`src/rtl/mem_pkg.sv`:
```
// Shared encodings, FSM state type and alignment/byte-enable helpers for the MEM-stage load/store unit.
package mem_pkg;

   localparam logic [1:0] SZ_BYTE = 2'b00;
   localparam logic [1:0] SZ_HALF = 2'b01;
   localparam logic [1:0] SZ_WORD = 2'b10;
   localparam logic [1:0] SZ_ILL  = 2'b11;

   localparam int MAX_WAIT_DEF = 15;

   typedef enum logic [1:0] {
      ST_IDLE   = 2'b00,
      ST_ACCESS = 2'b01,
      ST_DONE   = 2'b10
   } state_e;

   function automatic logic is_misaligned(input logic [1:0] size, input logic [1:0] lane);
      case (size)
         SZ_BYTE: return 1'b0;
         SZ_HALF: return lane[0];
         SZ_WORD: return |lane;
         default: return 1'b1;
      endcase
   endfunction

   function automatic logic [3:0] store_be(input logic [1:0] size, input logic [1:0] lane);
      case (size)
         SZ_BYTE: return 4'b0001 << lane;
         SZ_HALF: return 4'b0011 << {lane[1], 1'b0};
         default: return 4'b1111;
      endcase
   endfunction

endpackage

```
`src/rtl/mem_access_unit_if.sv`:
```
// Word-addressed data memory bus: request side driven by the load/store unit, ack/rdata by the memory.
interface mem_access_unit_if #(parameter int NBITS = 32);

   logic             mem_req;
   logic             mem_we;
   logic [NBITS-1:0] mem_addr;
   logic [NBITS-1:0] mem_wdata;
   logic [3:0]       mem_be;
   logic             mem_ack;
   logic [NBITS-1:0] mem_rdata;

   modport master (
      output mem_req, mem_we, mem_addr, mem_wdata, mem_be,
      input  mem_ack, mem_rdata
   );

   modport slave (
      input  mem_req, mem_we, mem_addr, mem_wdata, mem_be,
      output mem_ack, mem_rdata
   );

endinterface

```
`src/rtl/load_extend.sv`:
```
// Little-endian lane select plus sign/zero extension of a loaded memory word; purely combinational.
module load_extend
   import mem_pkg::*;
#(
   parameter int NBITS = 32
) (
   input  logic [NBITS-1:0] word_i,
   input  logic [1:0]       lane_i,
   input  logic [1:0]       size_i,
   input  logic             unsigned_i,
   output logic [NBITS-1:0] data_o
);

   logic [7:0]  byte_v;
   logic [15:0] half_v;

   always_comb begin
      byte_v = word_i[{lane_i, 3'b000} +: 8];
      half_v = word_i[{lane_i[1], 4'b0000} +: 16];
      case (size_i)
         SZ_BYTE: data_o = {{(NBITS-8){~unsigned_i & byte_v[7]}}, byte_v};
         SZ_HALF: data_o = {{(NBITS-16){~unsigned_i & half_v[15]}}, half_v};
         default: data_o = word_i;
      endcase
   end

endmodule

```
`src/rtl/mem_access_unit.sv`:
```
// MEM-stage load/store unit: IDLE -> ACCESS (until ack or MAX_WAIT) -> DONE, min 3 cycles per access.
// Stalls the pipeline combinationally from the issue cycle until DONE; misaligned ops are dropped with a pulse.
module mem_access_unit
   import mem_pkg::*;
#(
   parameter int NBITS    = 32,
   parameter int MAX_WAIT = MAX_WAIT_DEF
) (
   input  logic             i_clock,
   input  logic             i_reset_n,
   input  logic             i_valid,
   input  logic             i_read,
   input  logic             i_write,
   input  logic [1:0]       i_size,
   input  logic             i_unsigned,
   input  logic [NBITS-1:0] i_addr,
   input  logic [NBITS-1:0] i_wdata,
   output logic             o_stall,
   output logic [NBITS-1:0] o_rdata,
   output logic             o_rdata_valid,
   output logic             o_misaligned,
   output logic             o_timeout,
   mem_access_unit_if.master mem
);

   localparam int CW = $clog2(MAX_WAIT + 1);

   state_e           state_q, state_d;
   logic [CW-1:0]    cnt_q, cnt_d;
   logic [NBITS-1:0] addr_q, addr_d;
   logic [NBITS-1:0] wdata_q, wdata_d;
   logic [NBITS-1:0] rdata_q, rdata_d;
   logic [1:0]       size_q, size_d;
   logic [1:0]       lane_q, lane_d;
   logic             uns_q, uns_d;
   logic             we_q, we_d;
   logic [3:0]       be_q, be_d;
   logic             rvld_q, rvld_d;
   logic             mis_q, mis_d;
   logic             tmo_q, tmo_d;

   logic             op_present;
   logic             op_mis;
   logic [NBITS-1:0] st_data;
   logic [NBITS-1:0] ld_data;

   assign op_present = i_valid & (i_read | i_write);
   assign op_mis     = is_misaligned(i_size, i_addr[1:0]);

   always_comb begin
      case (i_size)
         SZ_BYTE: st_data = {(NBITS/8){i_wdata[7:0]}};
         SZ_HALF: st_data = {(NBITS/16){i_wdata[15:0]}};
         default: st_data = i_wdata;
      endcase
   end

   load_extend #(.NBITS(NBITS)) u_load_extend (
      .word_i     (mem.mem_rdata),
      .lane_i     (lane_q),
      .size_i     (size_q),
      .unsigned_i (uns_q),
      .data_o     (ld_data)
   );

   always_comb begin
      state_d = state_q;
      cnt_d   = cnt_q;
      addr_d  = addr_q;
      wdata_d = wdata_q;
      rdata_d = rdata_q;
      size_d  = size_q;
      lane_d  = lane_q;
      uns_d   = uns_q;
      we_d    = we_q;
      be_d    = be_q;
      rvld_d  = 1'b0;
      mis_d   = 1'b0;
      tmo_d   = 1'b0;
      case (state_q)
         ST_IDLE: begin
            if (op_present) begin
               if (op_mis) begin
                  mis_d = 1'b1;
               end else begin
                  addr_d  = {i_addr[NBITS-1:2], 2'b00};
                  lane_d  = i_addr[1:0];
                  size_d  = i_size;
                  uns_d   = i_unsigned;
                  we_d    = i_write;
                  be_d    = i_write ? store_be(i_size, i_addr[1:0]) : 4'b1111;
                  wdata_d = st_data;
                  cnt_d   = '0;
                  state_d = ST_ACCESS;
               end
            end
         end
         ST_ACCESS: begin
            // ack takes priority over a timeout landing in the same cycle
            if (mem.mem_ack) begin
               if (!we_q) begin
                  rdata_d = ld_data;
                  rvld_d  = 1'b1;
               end
               state_d = ST_DONE;
            end else if (cnt_q == CW'(MAX_WAIT - 1)) begin
               tmo_d   = 1'b1;
               rdata_d = '0;
               state_d = ST_DONE;
            end else begin
               cnt_d = cnt_q + 1'b1;
            end
         end
         ST_DONE: begin
            cnt_d   = '0;
            state_d = ST_IDLE;
         end
         default: begin
            cnt_d   = '0;
            state_d = ST_IDLE;
         end
      endcase
   end

   always_ff @(posedge i_clock or negedge i_reset_n) begin
      if (!i_reset_n) begin
         state_q <= ST_IDLE;
         cnt_q   <= '0;
         addr_q  <= '0;
         wdata_q <= '0;
         rdata_q <= '0;
         size_q  <= SZ_BYTE;
         lane_q  <= '0;
         uns_q   <= 1'b0;
         we_q    <= 1'b0;
         be_q    <= '0;
         rvld_q  <= 1'b0;
         mis_q   <= 1'b0;
         tmo_q   <= 1'b0;
      end else begin
         state_q <= state_d;
         cnt_q   <= cnt_d;
         addr_q  <= addr_d;
         wdata_q <= wdata_d;
         rdata_q <= rdata_d;
         size_q  <= size_d;
         lane_q  <= lane_d;
         uns_q   <= uns_d;
         we_q    <= we_d;
         be_q    <= be_d;
         rvld_q  <= rvld_d;
         mis_q   <= mis_d;
         tmo_q   <= tmo_d;
      end
   end

   // The issue-cycle stall term is combinational on the inputs, so keep it quiet while reset is held.
   assign o_stall = i_reset_n &
                    ((state_q == ST_ACCESS) | ((state_q == ST_IDLE) & op_present & ~op_mis));

   assign o_rdata       = rdata_q;
   assign o_rdata_valid = rvld_q;
   assign o_misaligned  = mis_q;
   assign o_timeout     = tmo_q;

   assign mem.mem_req   = (state_q == ST_ACCESS);
   assign mem.mem_we    = we_q;
   assign mem.mem_addr  = addr_q;
   assign mem.mem_wdata = wdata_q;
   assign mem.mem_be    = be_q;

endmodule
```
`src/flat_wrapper.sv`:
```
// flat-port wrapper written by rule: the top's interface ports become plain ports
module mem_access_unit_flat import mem_pkg::*;
#(
   parameter int NBITS    = 32,
   parameter int MAX_WAIT = MAX_WAIT_DEF
)
  (i_clock, i_reset_n, i_valid, i_read, i_write, i_size, i_unsigned, i_addr, i_wdata, o_stall, o_rdata, o_rdata_valid, o_misaligned, o_timeout, mem_mem_req, mem_mem_we, mem_mem_addr, mem_mem_wdata, mem_mem_be, mem_mem_ack, mem_mem_rdata);
  mem_access_unit_if #(.NBITS(NBITS)) mem_i ();
  input  logic i_clock;
  input  logic i_reset_n;
  input  logic i_valid;
  input  logic i_read;
  input  logic i_write;
  input  logic [1:0] i_size;
  input  logic i_unsigned;
  input  logic [NBITS-1:0] i_addr;
  input  logic [NBITS-1:0] i_wdata;
  output logic o_stall;
  output logic [NBITS-1:0] o_rdata;
  output logic o_rdata_valid;
  output logic o_misaligned;
  output logic o_timeout;
  output wire logic [$bits(mem_i.mem_req)-1:0] mem_mem_req;
  output wire logic [$bits(mem_i.mem_we)-1:0] mem_mem_we;
  output wire logic [$bits(mem_i.mem_addr)-1:0] mem_mem_addr;
  output wire logic [$bits(mem_i.mem_wdata)-1:0] mem_mem_wdata;
  output wire logic [$bits(mem_i.mem_be)-1:0] mem_mem_be;
  input wire logic [$bits(mem_i.mem_ack)-1:0] mem_mem_ack;
  input wire logic [$bits(mem_i.mem_rdata)-1:0] mem_mem_rdata;
  assign mem_mem_req = mem_i.mem_req;
  assign mem_mem_we = mem_i.mem_we;
  assign mem_mem_addr = mem_i.mem_addr;
  assign mem_mem_wdata = mem_i.mem_wdata;
  assign mem_mem_be = mem_i.mem_be;
  assign mem_i.mem_ack = mem_mem_ack;
  assign mem_i.mem_rdata = mem_mem_rdata;
  mem_access_unit #(.NBITS(NBITS), .MAX_WAIT(MAX_WAIT)) u_core (.i_clock(i_clock), .i_reset_n(i_reset_n), .i_valid(i_valid), .i_read(i_read), .i_write(i_write), .i_size(i_size), .i_unsigned(i_unsigned), .i_addr(i_addr), .i_wdata(i_wdata), .o_stall(o_stall), .o_rdata(o_rdata), .o_rdata_valid(o_rdata_valid), .o_misaligned(o_misaligned), .o_timeout(o_timeout), .mem(mem_i));
endmodule
```
`config.mk`:
```
export PLATFORM = sky130hd
export DESIGN_NAME = mem_access_unit_flat
export DESIGN_NICKNAME = d
export VERILOG_FILES = /design/src/rtl/mem_pkg.sv /design/src/rtl/mem_access_unit_if.sv /design/src/rtl/load_extend.sv /design/src/rtl/mem_access_unit.sv /design/src/flat_wrapper.sv
export SDC_FILE = /design/constraint.sdc
export NUM_CORES = 1
export LEC_CHECK = 0
export CAP_MARGIN = 0
export CORE_AREA = 2 2 121 123
export DETAILED_ROUTE_END_ITERATION = 6
export DIE_AREA = 0 0 123 125
export PLACE_DENSITY = 0.72
export SLEW_MARGIN = 25
export SYNTH_ARGS = -nofsm -noshare
export SYNTH_HDL_FRONTEND = slang
export SYNTH_HIERARCHICAL = 1
export SYNTH_SLANG_ARGS = --single-unit
export TNS_END_PERCENT = 100
```
`constraint.sdc`:
```
create_clock -name i_clock -period 3.2 [get_ports i_clock]
set_input_delay 0.64 -clock i_clock [delete_from_list [all_inputs] [get_ports i_clock]]
set_output_delay 0.64 -clock i_clock [all_outputs]
set_load 0.005 [all_outputs]
```
After elaboration in Yosys (flattened, before gate mapping) --
Cells that the tools add are included.
Word-level totals: bits in registers 113, logic and storage cells 75
Operators by class: add/sub/neg operators 1, eq/ne operators 11, shifts and indexed selects 4, muxes and demuxes 27, bitwise logic cells 10, reduce and logical (&&, ||, !) cells 9
Operator list (number):
- $pmux W32 S2 | 2
- $mux W32 | 3
- $shiftx A32 B6 Y16 | 1
- $shiftx A32 B6 Y8 | 1
- $mux W4 | 5
- $pmux W4 S2 | 2
- $mux W1 | 9
- $reduce_and A3 Y1 | 3
- $mux W2 | 4
- $ne A2 B2 Y1 const B | 4
- $and A1 B1 Y1 | 6
- $eq A2 B1 Y1 const B | 3
- $logic_not A2 Y1 | 3
- $add A4 B1 Y4 const B | 1
- $eq A4 B4 Y1 const B | 1
- $pmux W2 S2 | 1
- $reduce_and A4 Y1 | 1
- $shl A1 B2 Y4 const A | 1
- $shl A2 B2 Y4 const A | 1
- $ne A3 B1 Y1 const B | 1
- $pmux W1 S3 | 1
- $eq A2 B2 Y1 const B | 1
- $ne A2 B1 Y1 const B | 1
- $not A1 Y1 | 2
- 3 further kinds | 4

Depth between registers and ports, before layout --
depth in word-level cells 6, mapped depth 9

Modules after synthesis --
The synthesis kept the hierarchy.
Modules (own cells, without submodules):
- mem_access_unit | times used 1, cells each 423, area an instance 4834.6 µm²
- load_extend | times used 1, cells each 117, area an instance 714.4 µm²

Worst setup path before layout --
OpenSTA, ideal clock, no wires.
kind input-to-output, start point input port i_size[0], end point output port o_stall, arrival time 1.501 ns, setup slack 1.059 ns, stages on the path 4, buffers on the path 0, cell sequence or3_1 -> a21oi_1 -> nor2_1 -> nor3b_1
On the way: cells in the longest elaborated chain, start to end 6
Ends and longest elaborated chain:
- from (decl) | line flat_wrapper.sv:14 | input logic [1:0] i_size;
- $eq A2 B2 Y1 (tied with other cells) | line mem_pkg.sv:18 | case (size)
- $pmux W1 S3 (*) | line mem_pkg.sv:18
- $not A1 Y1 (no source line) (*)
- $and A1 B1 Y1 (*) | line mem_access_unit.sv:159 | ((state_q == ST_ACCESS) | ((state_q == ST_IDLE) & op_present & ~op_mis));
- $or A1 B1 Y1 (*) | line mem_access_unit.sv:159
- $and A1 B1 Y1 (*) | line mem_access_unit.sv:158 | assign o_stall = i_reset_n &
- to (decl) | line flat_wrapper.sv:18 | output logic o_stall;
Every way passes the cells marked *; elsewhere a longest branch is shown, timed or not.

Final worst setup path --
start point input port i_addr[1], end point output port o_stall
On the way: cells in the longest elaborated chain, start to end 6
Ends and longest elaborated chain:
- from (decl) | line flat_wrapper.sv:16 | input logic [NBITS-1:0] i_addr;
- $reduce_or A2 Y1 | line mem_pkg.sv:21 | SZ_WORD: return |lane;
- $pmux W1 S3 | line mem_pkg.sv:18
- $not A1 Y1 (no source line)
- $and A1 B1 Y1 | line mem_access_unit.sv:159
- $or A1 B1 Y1 | line mem_access_unit.sv:159
- $and A1 B1 Y1 | line mem_access_unit.sv:158
Every way passes these cells.

==> results.yml <==
status:
  status: "finished clean"
sta:
  slew_headroom: 0.4137
  tns_ns: 0
  tightestPinTransition_ns: 0.8761
  max_freq_mhz: 322.7
  finalSetupViolCount: 0
  slew_viol_final: 0
  fin_skew_ns: 0.005889
  hold_viol_final: 0
  rsz0062_at_grt: "no"
  period_share: 0.9683
  final.min_clock_period_ns: 3.098
place:
  hpwl_um: 11450
  numPortBuffers: 208
  post_dp_cell_area_um2: 7820
  gp_congestion: 0.8466
drt:
  routed_wl_um: 16070
  drtPass1Iterations: 5
  ant_nets: 0
  post_drt_wl_per_cell_um: 17.08
  remaining_drc_errors: 0
  drt-vias-per-instance: 5.047
  drtIter0Drc: 356
  vias: 4749
final_layout:
  drive_gt1_frac: 0.1546
  regArea_um2: 2828
  antenna_cells: 0
  multi_input_area_um2: 2521
  fin_area_um2: 8388
  num-nets-final: 854
  fillers: 1225
  area_delta_synth_final_pct: 51.16
  final_util: 0.5906
grt:
  grt_usage: 0.2137
  antenna_found_initial: 0
  grt_pass1_vias: 5058
  grt_max_degree: 86
  overflow: 0
  grt_pass1_wl_um: 25630
critical_path:
  critPathBufInv: 2
  cp.required_ns: 2.56
  endpoint_kind: "output port"
  crit_fanout: 4
  rr_startpoint: "u_core/lane_q[1]"
  crit_slowest_cell: "clkdlybuf4s50_1"
  reg2reg_depth: 7
  r2r_slack_ns: 1.02
  cp_top_family: "buffers and inverters"
  cp.arrival_ns: 2.46
  cp-start-kind: "input port"
  slowest_delay_ns: 0.54
  path_common_cell: "clkdlybuf4s50_1"
  crit_type: "in2out"
  cp_cell_sequence: "clkdlybuf4s50_1 > or3_4 > a21oi_2 > nor2_1 > nor3b_1 > clkdlybuf4s50_1"
  timing.rr.end: "u_core/o_rdata[19]"
floorplan:
  coreArea_um2: 14200
  num_io_pins: 211
  rows: 44
  dieHeight_um: 125
  initial_utilization: 0.3907
  die_x_um: 123
  die_area_um2: 15380
power_and_ir_drop:
  power_density_nw_per_um2: 753.2
  p_total_mw: 6.318
  p_leak_nw: 3.755
  vdd_drop_max_mv: 0.4117
cts:
  cts_max_path_buffers: 2
  htree_levels: 4
  clock_sinks: 113
  cts_tree: "done"
  path_clk_slew_ns: 0.05
  cts_buffers: 17
  root_buffer: "clkbuf_16"
  worstSkewPairLatency_ns: 0.41
  cts_hold_buffers: 0
synth:
  syn_inst: 540
  async_reset_ff_frac: 1.000
  postSynthAreaPerCell_um2: 10.28
  synthTopCellsByArea: "dfrtp_1, mux2_4, nand2_1, o21ai_0, mux2i_1"
  synth_flop_cell: "dfrtp_1"
  ys_seq_area_frac: 0.5096
  synth_top_cell_by_area: "dfrtp_1"
  ys_types: 39
  ys_seq_elements: 113
  synth_edf_count: 0
  syn_area_um2: 5549
  synth_top_area_frac: 0.5096
  yosysWarnings: 6
min_path:
  holdCritPathClass: "in2async"
run:
  cap_violations: 0
-- layout make-up --
cell class,count,share of cell area
well taps,184,0.02745
flip-flops and latches,113,0.3371
inverters,5,0.002237
clock buffers,22,0.05653
clock inverters,7,0.01014
repair buffers,226,0.2660
multi-input cells,384,0.3006
-- worst register-to-register path, stage by stage, from the launching register on --
cell and delay, ns:
dfrtp_1 0.74, mux2_2 0.43, a21oi_1 0.19, and2_1 0.15, buf_4 0.25, a21oi_1 0.12, nand2_1 0.09, o21ai_0 0.08
-- flip-flops by register name, indices dropped and copies added, names as in the netlist --
signal                count
u_core/size_q             2
u_core/o_rdata           32
u_core/mem.mem_be         4
u_core/mem.mem_we         1
u_core/cnt_q              4
u_core/mem.mem_wdata     32
u_core/uns_q              1
u_core/o_misaligned       1
u_core/state_q            2
u_core/o_rdata_valid      1
u_core/lane_q             2
u_core/o_timeout          1
u_core/mem.mem_addr      30
-- through the flow --
stage | hold WS, ns | setup WS [ns] | instances
after floorplan | 0.3444 | 1.059 | 541
after global placement | 0.4619 | 0.09265 | 912
after detailed placement | 0.4729 | 0.08568 | 912
after CTS | 0.2564 | 0.06472 | 941
after global routing | 0.2918 | 0.02687 | 941
final | 0.2560 | 0.1015 | 941
-- what timing repair did --
item                       4_1_cts  5_1_grt
gates resized for setup          0        2
buffers inserted                 0        0
setup endpoints to repair        0        1
-- placed cells by master, fill, tap and decap left out, types with 17 or more instances in the layout --
cell / instances
clkdlybuf4s50_1: 207
nand2_1: 122
mux2i_1: 25
nor2_1: 17
a21oi_1: 32
clkbuf_16: 17
mux2_4: 40
buf_4: 17
dfrtp_1: 113
o21ai_0: 60
-- how the worst max path moves through the flow --
| stage | startpoint | end | slack [ns] | cells past startpoint |
|---|---|---|---|---|
| after floorplan | i_size[0] | o_stall | 1.06 | 4 |
| after global placement | i_addr[1] | o_stall | 0.09 | 6 |
| after detailed placement | i_addr[1] | o_stall | 0.09 | 6 |
| after CTS | i_addr[1] | o_stall | 0.06 | 6 |
| after global routing | i_addr[1] | o_stall | 0.03 | 6 |
| final | i_addr[1] | o_stall | 0.10 | 6 |
-- synth_stat cells, drive strengths merged, types with 2 or more instances --
| cell type | n |
|---|---|
| nand2 | 122 |
| dfrtp | 113 |
| o21ai | 69 |
| mux2 | 53 |
| a21oi | 43 |
| mux2i | 25 |
| clkbuf | 21 |
| buf | 18 |
| nor2 | 17 |
| nor2b | 10 |
| a22oi | 9 |
| inv | 5 |
| nor3 | 5 |
| a211o | 3 |
| nand2b | 3 |
| a21o | 2 |
| a31oi | 2 |
| and3 | 2 |
| ha | 2 |
| nor3b | 2 |
| o22ai | 2 |
| or2 | 2 |
-- logic make-up after synthesis --
logic type / count (synthesis) / share of synthesized area
simple gates: 169 / 0.1272
compound gates: 133 / 0.1375
flops: 113 / 0.5096
mux: 78 / 0.1797
buf+inv: 44 / 0.04081
fa+ha+maj: 2 / 0.004509
other cells: 1 / 0.0006758
-- report_power, final --
group	switching (mW)	internal, mW
Combinational	0.881	1.41
Clock	0.608	1.18
Sequential	0.331	1.90
Total	1.82	4.50
-- per-layer routing --
metal / vias to the layer above / GRT usage / wire length, µm / part of all wire
li1: 2261 / - / - / -
met1: 2257 / 0.2602 / 6509 / 0.41
met2: 206 / 0.3510 / 7738 / 0.48
met3: 25 / 0.06797 / 1485 / 0.092
met4: 0 / 0.08289 / 336 / 0.021
met5: - / 0 / 0 / 0
Note: power is estimated with default switching activity, not from simulation.
==> edit 1: new RTL, config.mk and constraints unchanged <==
Take the reset off `addr_q` and load it in a clocked block of its own.
--- a/src/rtl/mem_access_unit.sv
+++ b/src/rtl/mem_access_unit.sv
@@ -128,3 +128,2 @@
          cnt_q   <= '0;
-         addr_q  <= '0;
          wdata_q <= '0;
@@ -142,3 +141,2 @@
          cnt_q   <= cnt_d;
-         addr_q  <= addr_d;
          wdata_q <= wdata_d;
@@ -154,2 +152,6 @@
       end
+   end
+
+   always_ff @(posedge i_clock) begin
+      addr_q <= addr_d;
    end
Formal check against the unedited RTL: not equivalent (Yosys sat finds a counterexample within 4 cycles, from zero or initial values and one cycle with i_reset_n low).
==> edit 1 against the original RTL <==
Setup slack better by 0.068 ns; maximum frequency up 2.3%; final area down 4.5%; sequential share of layout area up 3.5 points; sequential cell count unchanged; cell count down 9.9%; combinational power down 19%; area after synthesis down 7.2%; wire length down 9.4%; non-clock buffer count down 6; core utilization down 2.6 points; total power down 5.7%; via count down 10%; first-iteration DRC count down 9.3%; highest routed layer unchanged.
==> edit 1: results <==
{
  "status": "finished, final reports clean",
  "synthCells": 444,
  "nClkBuffers": 21,
  "power.share.sequential": 0.358,
  "grt_use_met3": 0.08440,
  "r2r_slack_ns": 1.00,
  "place_inst": 816,
  "met1_length_mm": 5.986,
  "final.period_utilization": 0.9470,
  "whs_ns": 0.3710,
  "ys_types": 44,
  "clkCellAreaFrac": 0.07761,
  "pwr-share-comb": 0.310,
  "die_area_mm2": 0.01538,
  "p_comb_mw": 1.85,
  "numPortBuffers": 208,
  "yosysSeqAreaShare": 0.5785,
  "arrival_ns": 2.39,
  "final-seq-area_mm2": 0.002978,
  "nMultiInputCombCells": 294,
  "synth-async-reset-ratio": 0.7345,
  "pre_cts_slack_ns": 0.1517,
  "drt-total-wl_mm": 14.56,
  "p_leak_nw": 3.401,
  "routed-wl-met2_mm": 7.002,
  "synth_commonest_cells": "83 x dfrtp_1, 59 x nand2_1, 32 x a21oi_1, 32 x a22o_1, 30 x edfxtp_1",
  "nonClkBufAreaFrac": 0.2728,
  "grt_pass1_vias": 4374,
  "fin_cells": 848,
  "fin_worst_skew_ns": 0.007415,
  "n_all_buffers": 220,
  "ys_top_cells_by_area": "dfrtp_1 40%, edfxtp_1 18%, a22o_1 5.4%, mux2i_1 4.9%, nand2_1 4.3%",
  "use_met1": 0.2356,
  "synth_fa_ha_area_frac": 0.004861,
  "worstMarginPinSlew_ns": 0.7550,
  "synth-compound-area-share": 0.1774,
  "wl_met3_mm": 1.339,
  "yosys_warnings": 6,
  "grt_pass1_wl_mm": 22.79,
  "multi_input_area_share": 0.2469,
  "fillers": 1222,
  "placed_cell_area_mm2": 0.007391,
  "synth_edf_count": 30,
  "routabilityCongestion": 0.8429,
  "synthMuxAreaShare": 0.1062,
  "track_usage": 0.1935,
  "p_sw_frac": 0.2765,
  "post_cts_resized": 0,
  "grt_max_degree": 84,
  "drive_gt1_frac": 0.1250,
  "crit_path_max_fanout": 5,
  "nets": 758,
  "grt_use_met2": 0.3078,
  "cellPowerDensity_mw_per_mm2": 743.3,
  "ir_drop_mv": 0.3843,
  "vias_per_cell": 5.022
}
-- edit 1: changes by cell type in the layout (fill, tap and decap cells not counted), sizes merged, moves of 2 or more --
cell / before / now
nand2: 122 / 59
o21a: 0 / 2
o21ai: 69 / 38
mux2: 53 / 23
buf: 19 / 13
dfrtp: 113 / 83
edfxtp: 0 / 30
bufinv: 2 / 4
nor3: 5 / 7
a22o: 0 / 32
-- edit 1: path summary, 6_finish.rpt --
kind | from | to | cells past startpoint
worst max-delay path | i_size[0] | o_stall | 6
max in group asynchronous | i_reset_n | u_core/o_rdata[24] | 2
worst min register to register | u_core/mem.mem_wdata[21] | u_core/mem.mem_wdata[21] | 2
worst min-delay path | i_reset_n | u_core/cnt_q[2] | 2
min in group i_clock | u_core/mem.mem_wdata[21] | u_core/mem.mem_wdata[21] | 2
worst max register to register | u_core/lane_q[1] | u_core/o_rdata[19] | 6
==> edit 2: new RTL, config.mk and constraints unchanged <==
Made on the original files. Change the package constant `MAX_WAIT_DEF` from 15 to 17.
--- a/src/rtl/mem_pkg.sv
+++ b/src/rtl/mem_pkg.sv
@@ -8,3 +8,3 @@
 
-   localparam int MAX_WAIT_DEF = 15;
+   localparam int MAX_WAIT_DEF = 17;
 
Behaviour: no difference found for any inputs over 4 cycles, from zero or initial values and one cycle with i_reset_n low; that may be too few to reach the edited logic, so the function may still have changed.
==> edit 2 against the original RTL <==
Synthesized cell count rose by 1.1%; global-route usage rose by 0.30 points; total power rose by 6.1%; wire length rose by 1.6%; first-iteration DRC count fell by 23%; setup slack improved by 0.031 ns; critical path depth fell by 1; area after synthesis rose by 1.3%; count of clock-buffer cells in the layout did not move; final area rose by 1.4%; clock skew rose by 0.0029 ns; sequential cell count rose by 1; largest power group unchanged.
==> edit 2: results <==
{
  "status": "finished, final reports clean",
  "intPower_mw": 4.790,
  "area_growth_pct": 51.27,
  "routedWlPerCell_um": 17.23,
  "routabilityCongestion": 0.8570,
  "fillers": 1165,
  "wl_met3_mm": 1.870,
  "post_cts_resized": 3,
  "grt_max_degree": 103,
  "ys_top_cells_by_area": "dfrtp_1 51%, mux2_4 11%, nand2_1 8.1%, o21ai_0 6.4%, mux2i_1 4.6%",
  "crit_path_max_fanout": 2,
  "grt_pass1_wl_mm": 25.70,
  "n_all_buffers": 225,
  "met1_length_mm": 6.786,
  "nNonClkInverters": 9,
  "fin_cells": 948,
  "clock_sinks": 114,
  "synth_commonest_cells": "121 x nand2_1, 114 x dfrtp_1, 72 x o21ai_0, 40 x mux2_4, 33 x a21oi_1",
  "worstMarginPinSlew_ns": 0.9218,
  "routed-wl-met2_mm": 7.424,
  "nonClkBufAreaFrac": 0.2609,
  "clkCellAreaFrac": 0.07388,
  "track_usage": 0.2167,
  "powerClk_mw": 2.00,
  "dp_hpwl_mm": 11.41,
  "cts_setup_buffers": 1,
  "placed_cell_area_mm2": 0.007863,
  "nMultiInputCombCells": 385,
  "grt_use_met3": 0.09808,
  "pre_cts_slack_ns": -0.1428,
  "grt_use_met2": 0.3321,
  "p_leak_nw": 3.774,
  "drtIter0Drc": 275,
  "use_met1": 0.2698,
  "place_inst": 916
}
[edit 2: final timing paths]
path,from,endpoint,slack (ns),cells past startpoint
worst max register to register,u_core/lane_q[1],u_core/o_rdata[21],1.08,7
worst min register to register,u_core/mem.mem_wdata[9],u_core/mem.mem_wdata[9],0.48,2
min in group i_clock,u_core/mem.mem_wdata[9],u_core/mem.mem_wdata[9],0.48,2
worst max-delay path,i_size[0],o_stall,0.13,5
max in group asynchronous,i_reset_n,u_core/mem.mem_addr[11],1.53,3
worst min-delay path,i_reset_n,u_core/mem.mem_addr[28],0.33,2
[edit 2: logic make-up (layout without fill, tap and decap cells)]
family                     after synthesis  in the layout  share of synthesized area
xor gates and xnor gates                 2              2                   0.003117
other                                    1              2                  0.0006672
DFF                                    114            114                     0.5076
muxes                                   79             79                     0.1792
and+or+nand+nor                        164            164                     0.1224
buffers and inverters                   48            265                    0.04341
AOI/OAI and AO/OA                      136            136                     0.1391
adders and majority gates                2              2                   0.004452
